<file path="src/rtl/seg_pkg.sv">
// Shared constants and helpers for the seven-segment scan controller.
package seg_pkg;

    localparam logic [6:0] SEG_OFF = 7'h7F;

    // Active-low {a,b,c,d,e,f,g} patterns, element k is the glyph for hex value k.
    localparam logic [15:0][6:0] SEG_PATTERNS = {
        7'h38, 7'h30, 7'h42, 7'h31, 7'h60, 7'h08, 7'h04, 7'h00,
        7'h0F, 7'h20, 7'h24, 7'h4C, 7'h06, 7'h12, 7'h4F, 7'h01
    };

    function automatic int idx_width(input int n);
        return (n > 1) ? $clog2(n) : 1;
    endfunction

endpackage

</file>
<file path="src/rtl/seg_hex_lut.sv">
// Combinational hex nibble to active-low seven-segment pattern lookup.
module seg_hex_lut
    import seg_pkg::*;
(
    input  logic [3:0] nibble,
    output logic [6:0] pattern
);

    assign pattern = SEG_PATTERNS[nibble];

endmodule

</file>
<file path="src/rtl/seg_scan_ctrl.sv">
// Multiplexed seven-segment scanner with PWM brightness and frame-synchronous updates.
// Define SEG_LEADING_ZERO_BLANK_EN to blank leading zero digits (digit 0 always shown).
module seg_scan_ctrl
    import seg_pkg::*;
#(
    parameter int NUM_DIGITS = 8,
    parameter int PRESCALE   = 65536,
    parameter int BRIGHT_W   = 3
) (
    input  logic                    clk,
    input  logic                    rst_n,
    input  logic [4*NUM_DIGITS-1:0] data_in,
    input  logic [NUM_DIGITS-1:0]   dp_in,
    input  logic                    load,
    input  logic [BRIGHT_W-1:0]     brightness,
    output logic                    busy,
    output logic                    upd_ack,
    output logic [6:0]              seg,
    output logic                    dp,
    output logic [NUM_DIGITS-1:0]   an,
    output logic                    frame_tick
);

    localparam int               CNT_W    = $clog2(PRESCALE);
    localparam int               IDX_W    = idx_width(NUM_DIGITS);
    localparam int               SLOT_ON  = PRESCALE >> BRIGHT_W;
    localparam logic [CNT_W-1:0] CNT_LAST = CNT_W'(PRESCALE - 1);
    localparam logic [IDX_W-1:0] IDX_LAST = IDX_W'(NUM_DIGITS - 1);

    logic [CNT_W-1:0]        cnt;
    logic [IDX_W-1:0]        idx;
    logic [BRIGHT_W-1:0]     bright_q;
    logic [4*NUM_DIGITS-1:0] pend_data;
    logic [4*NUM_DIGITS-1:0] disp_data;
    logic [NUM_DIGITS-1:0]   pend_dp;
    logic [NUM_DIGITS-1:0]   disp_dp;
    logic [NUM_DIGITS-1:0]   blank;
    logic [3:0]              nibble;
    logic [6:0]              pattern;
    logic [CNT_W:0]          on_limit;
    logic                    slot_end;
    logic                    frame_end;
    logic                    lit;

    assign slot_end   = (cnt == CNT_LAST);
    assign frame_end  = slot_end && (idx == IDX_LAST);
    assign frame_tick = frame_end;

    // NOTE: state registers use non-blocking assignments so every flop samples pre-edge values.
    always_ff @(posedge clk or negedge rst_n) begin
        if (!rst_n) begin
            cnt      <= '0;
            idx      <= '0;
            bright_q <= '0;
        end else begin
            if (cnt == '0) bright_q <= brightness;
            if (slot_end) begin
                cnt <= '0;
                idx <= (idx == IDX_LAST) ? '0 : idx + 1'b1;
            end else begin
                cnt <= cnt + 1'b1;
            end
        end
    end

    // NOTE: pending/display are plain registers, so they are reset; stale pending data must never surface.
    always_ff @(posedge clk or negedge rst_n) begin
        if (!rst_n) begin
            pend_data <= '0;
            pend_dp   <= '0;
            disp_data <= '0;
            disp_dp   <= '0;
            busy      <= 1'b0;
            upd_ack   <= 1'b0;
        end else begin
            upd_ack <= 1'b0;
            if (load) begin
                pend_data <= data_in;
                pend_dp   <= dp_in;
            end
            if (frame_end) begin
                busy <= 1'b0;
                // A load on the boundary cycle bypasses the pending stage.
                if (load) begin
                    disp_data <= data_in;
                    disp_dp   <= dp_in;
                    upd_ack   <= 1'b1;
                end else if (busy) begin
                    disp_data <= pend_data;
                    disp_dp   <= pend_dp;
                    upd_ack   <= 1'b1;
                end
            end else if (load) begin
                busy <= 1'b1;
            end
        end
    end

`ifdef SEG_LEADING_ZERO_BLANK_EN
    // NOTE: every output of this block gets a default first, so no latch is inferred.
    always_comb begin
        logic run;
        blank = '0;
        run   = 1'b1;
        for (int k = NUM_DIGITS - 1; k > 0; k--) begin
            run      = run && (disp_data[4*k +: 4] == 4'h0) && !disp_dp[k];
            blank[k] = run;
        end
    end
`else
    assign blank = '0;
`endif

    assign nibble   = disp_data[{idx, 2'b00} +: 4];
    assign on_limit = (CNT_W + 1)'((int'(bright_q) + 1) * SLOT_ON);
    assign lit      = ({1'b0, cnt} < on_limit) && !blank[idx];

    seg_hex_lut u_lut (
        .nibble  (nibble),
        .pattern (pattern)
    );

    always_ff @(posedge clk or negedge rst_n) begin
        if (!rst_n) begin
            an  <= '1;
            seg <= SEG_OFF;
            dp  <= 1'b1;
        end else if (lit) begin
            an  <= ~(NUM_DIGITS'(1) << idx);
            seg <= pattern;
            dp  <= ~disp_dp[idx];
        end else begin
            an  <= '1;
            seg <= SEG_OFF;
            dp  <= 1'b1;
        end
    end

endmodule

</file>
<file path="config.mk">
export PLATFORM = sky130hd
export DESIGN_NAME = seg_scan_ctrl
export DESIGN_NICKNAME = d
export VERILOG_FILES = /design/src/rtl/seg_pkg.sv /design/src/rtl/seg_hex_lut.sv /design/src/rtl/seg_scan_ctrl.sv
export SDC_FILE = /design/constraint.sdc
export NUM_CORES = 1
export LEC_CHECK = 0
export ABC_AREA = 1
export ABC_CLOCK_PERIOD_IN_PS = 4860
export CORE_MARGIN = 8
export CORE_UTILIZATION = 61
export DETAILED_ROUTE_END_ITERATION = 16
export HOLD_SLACK_MARGIN = 0.1
export PLACE_DENSITY_LB_ADDON = 0.2
export SLEW_MARGIN = 25
export SYNTH_ARGS = -nofsm -noshare
export SYNTH_HDL_FRONTEND = slang
export SYNTH_SLANG_ARGS = --single-unit
</file>
<file path="constraint.sdc">
create_clock -name clk -period 4.86 [get_ports clk]
set_input_delay 1.458 -clock clk [delete_from_list [all_inputs] [get_ports clk]]
set_output_delay 1.458 -clock clk [all_outputs]
set_load 0.01 [all_outputs]
</file>
==> impl_metrics.py <==
metrics = {
    "drt": {
        "firstDrtPassIters": 5,
        "vias": 4613,
        "avgRoutedWirePerCell_um": 14.3,
        "drc": 0,
        "drt_iter0_markers": 305,
        "routed_wl_um": 12900,
        "antenna_left": 0,
        "drt-vias-per-instance": 5.13,
    },
    "yosys": {
        "syn_area_per_cell_sq_um": 8.35,
        "ys_seq_area_share_pct": 51.7,
        "synth_area_leaders": "dfrtp_1 (45%), nand2_1 (16%), dfstp_2 (7.2%)",
        "synth_top_area_share_pct": 44.5,
        "synthArstFlopShare_pct": 100,
        "synth.cell_area_sq_mm": 0.00584,
        "synth-edff-count": 0,
        "netlist.top_cell.by_area": "dfrtp_1",
        "synth_cells": 700,
        "yosys_register_bits": 120,
        "synth_fp_nets": 763,
        "yosysWarnings": 0,
        "synth_ff_type": "dfrtp_1",
        "synth_cell_types": 29,
    },
    "worst_setup_path": {
        "required_ps": 3400,
        "path_cells": "ha_1 -> ha_1 -> inv_1 -> nor2_1 -> clkdlybuf4s50_1",
        "r2r-end": "seg[3]",
        "r2r_cells": 11,
        "r2r_slack_ps": 1620,
        "critPathMaxStageDelay_ps": 860,
        "crit_path_frequent_cell": "ha_1",
        "end_kind": "primary output",
        "path_class": "flop to primary output",
        "cp-start-kind": "flop",
        "r2r-start": "idx[0]",
        "crit_path_top_delay_cell": "dfrtp_1",
        "worstPathArrival_ps": 2930,
        "crit_fanout": 23,
    },
    "global_route": {
        "grt_usage_pct": 21.5,
        "grt_overflow_total": 0,
        "grt_pass1_wl_um": 22100,
        "antenna_found_initial": 0,
        "grt_max_degree": 81,
        "grt_pass1_vias": 4811,
    },
    "timing": {
        "clock.fmax_mhz": 228,
        "relSlewSlack_pct": 44.3,
        "tns_ps": 0,
        "worst-slew-pin-transition_ps": 836,
        "grt_setup_unrepaired": "no",
        "finalHoldViolations": 0,
        "drv_slew": 0,
        "fin_crit_ps": 4390,
        "setup_ws_ps": 469,
        "fin_skew_ps": 8.87,
        "finalSetupViolations": 0,
        "post-route-period-util_pct": 90.3,
    },
    "floorplanning": {
        "ios": 65,
        "fp.dieW_um": 114,
        "initial_core_util_pct": 62.9,
        "rows": 35,
        "core-area_sq_mm": 0.00928,
        "die_h_um": 114,
        "dieArea_sq_mm": 0.0130,
    },
    "clocking": {
        "post_cts_buffers": 0,
        "htreeDepth": 4,
        "cts_hold_buffers": 0,
        "cts_tree": "done",
        "cts_resized": 0,
        "clkTransAtPathRegs_ps": 50,
        "clock-sinks": 120,
        "cts_made_buffers": 17,
        "clk_path_buf_depth": 2,
        "clk_latency_ps": 530,
        "clockRootBuffer": "clkbuf_8",
    },
    "hold_path": {
        "hp-class": "flop to flop",
        "whs_endpoint": "pend_data[29]",
        "hold_start": "pend_data[29]",
        "min_path_cells": 2,
    },
    "final_layout": {
        "finalNonFillerCells": 900,
        "area_delta_synth_final_pct": 22.5,
        "fin_nets": 824,
        "seq_area_sq_mm": 0.00302,
        "multiInputGateArea_sq_mm": 0.00225,
        "diodes": 0,
        "drive_gt1_share_pct": 13.1,
        "nFillCells": 666,
    },
    "power": {
        "power.density_mw_per_mm2": 356,
        "leakagePower_nw": 3.61,
        "total_power_mw": 2.55,
        "irDropWorstVdd_uv": 301,
    },
    "placed_design": {
        "hpwl_um": 8610,
        "placed_cells": 870,
        "place_ws_ps": 756,
        "port_buffers": 64,
        "gp_congestion": 0.882,
    },
    "run_status": {
        "status": "finished, final reports clean",
    },
    "job": {
        "maxCapViolCount": 0,
    },
}
==> sequential cells by signal (all words and copies together) (netlist names) <==
register	count
disp_data	32
pend_data	32
cnt	16
an	8
disp_dp	8
pend_dp	8
seg	7
bright_q	3
idx	3
busy	1
dp	1
upd_ack	1
==> power by group <==
part	total [mW]	switching [mW]	internal (mW)
clock	1.35	0.425	0.929
combinational	0.146	0.0853	0.0603
sequential	1.05	0.0113	1.04
total	2.55	0.521	2.03
==> worst max-delay path: cells and delay by family (launching register included) <==
kind | cells | cell delay [ps]
buf+inv | 2 | 690
flops | 1 | 860
simple gates | 1 | 210
fa+ha+maj | 2 | 640
==> cell usage after synthesis, types with 2 or more instances <==
cell        n
nor3_1      6
inv_2       2
ha_1       17
o21ai_0     7
xor2_1      7
a21oi_1     2
nand4_1     5
nand2_1   256
dfstp_2    16
nand2_2     4
nor2_4      3
o21ai_2    40
inv_1     105
dfrtp_1   104
clkbuf_1   12
buf_2       5
nor4_1      2
buf_6       8
nor2_1     32
a32o_1      2
nand3_1    57
==> cell usage in the layout (no fill, tap or decap), types with 6 or more instances in the layout <==
| cell type | instances |
|---|---|
| nand2_1 | 256 |
| inv_1 | 104 |
| dfrtp_1 | 104 |
| clkdlybuf4s50_1 | 63 |
| nand3_1 | 57 |
| o21ai_2 | 40 |
| nor2_1 | 32 |
| ha_1 | 17 |
| dfstp_2 | 16 |
| clkbuf_16 | 16 |
| o21ai_0 | 7 |
| xor2_1 | 7 |
| nor3_1 | 6 |
==> worst max-delay path by stage <==
stage / startpoint / endpoint / slack [ps]
6_report: idx[0] / frame_tick / 470
5_1_grt: idx[0] / frame_tick / 310
4_1_cts: idx[0] / frame_tick / 470
3_5_place_dp: load / disp_data[9] / 760
3_3_place_gp: load / disp_data[21] / 950
2_1_floorplan: cnt[0] / frame_tick / 2000
==> routing by layer <==
metal / track usage, % / wire (um) / part of all wire (%) / vias up
met4: 11.7 / 347 / 2.7 / 0
met3: 4.97 / 679 / 5.3 / 32
met5: 0 / 0 / 0 / -
met2: 36.1 / 6500 / 50 / 130
li1: - / - / - / 2270
met1: 25.0 / 5360 / 42 / 2181
==> cell families after synthesis <==
kind of cell	count (synthesis)	synth area share, %
AND/OR/NAND/NOR	368	26.2
buffers and inverters	133	9.75
flip-flops	120	51.7
AO/OA/AOI/OAI	54	7.45
adder cells (fa/ha/maj)	17	3.64
XOR/XNOR	8	1.20
==> through the flow <==
stage	hold slack (ps)	util, %	instance area [sq um]
3_5_place_dp	458	70.0	6500
4_1_cts	472	76.8	7130
6_report	468	77.1	7150
2_1_floorplan	438	-	5840
3_3_place_gp	452	70.0	6500
5_1_grt	487	77.1	7150
==> final cells by class <==
| class | instances | area share, % |
|---|---|---|
| Multi-Input combinational cell | 447 | 31.4 |
| Tap cell | 129 | 2.26 |
| Inverter | 107 | 5.61 |
| Clock inverter | 8 | 2.36 |
| Sequential cell | 120 | 42.3 |
| Clock buffer | 21 | 6.56 |
| Timing Repair Buffer | 68 | 9.51 |
No activity file was read; power rests on OpenSTA's default activity.
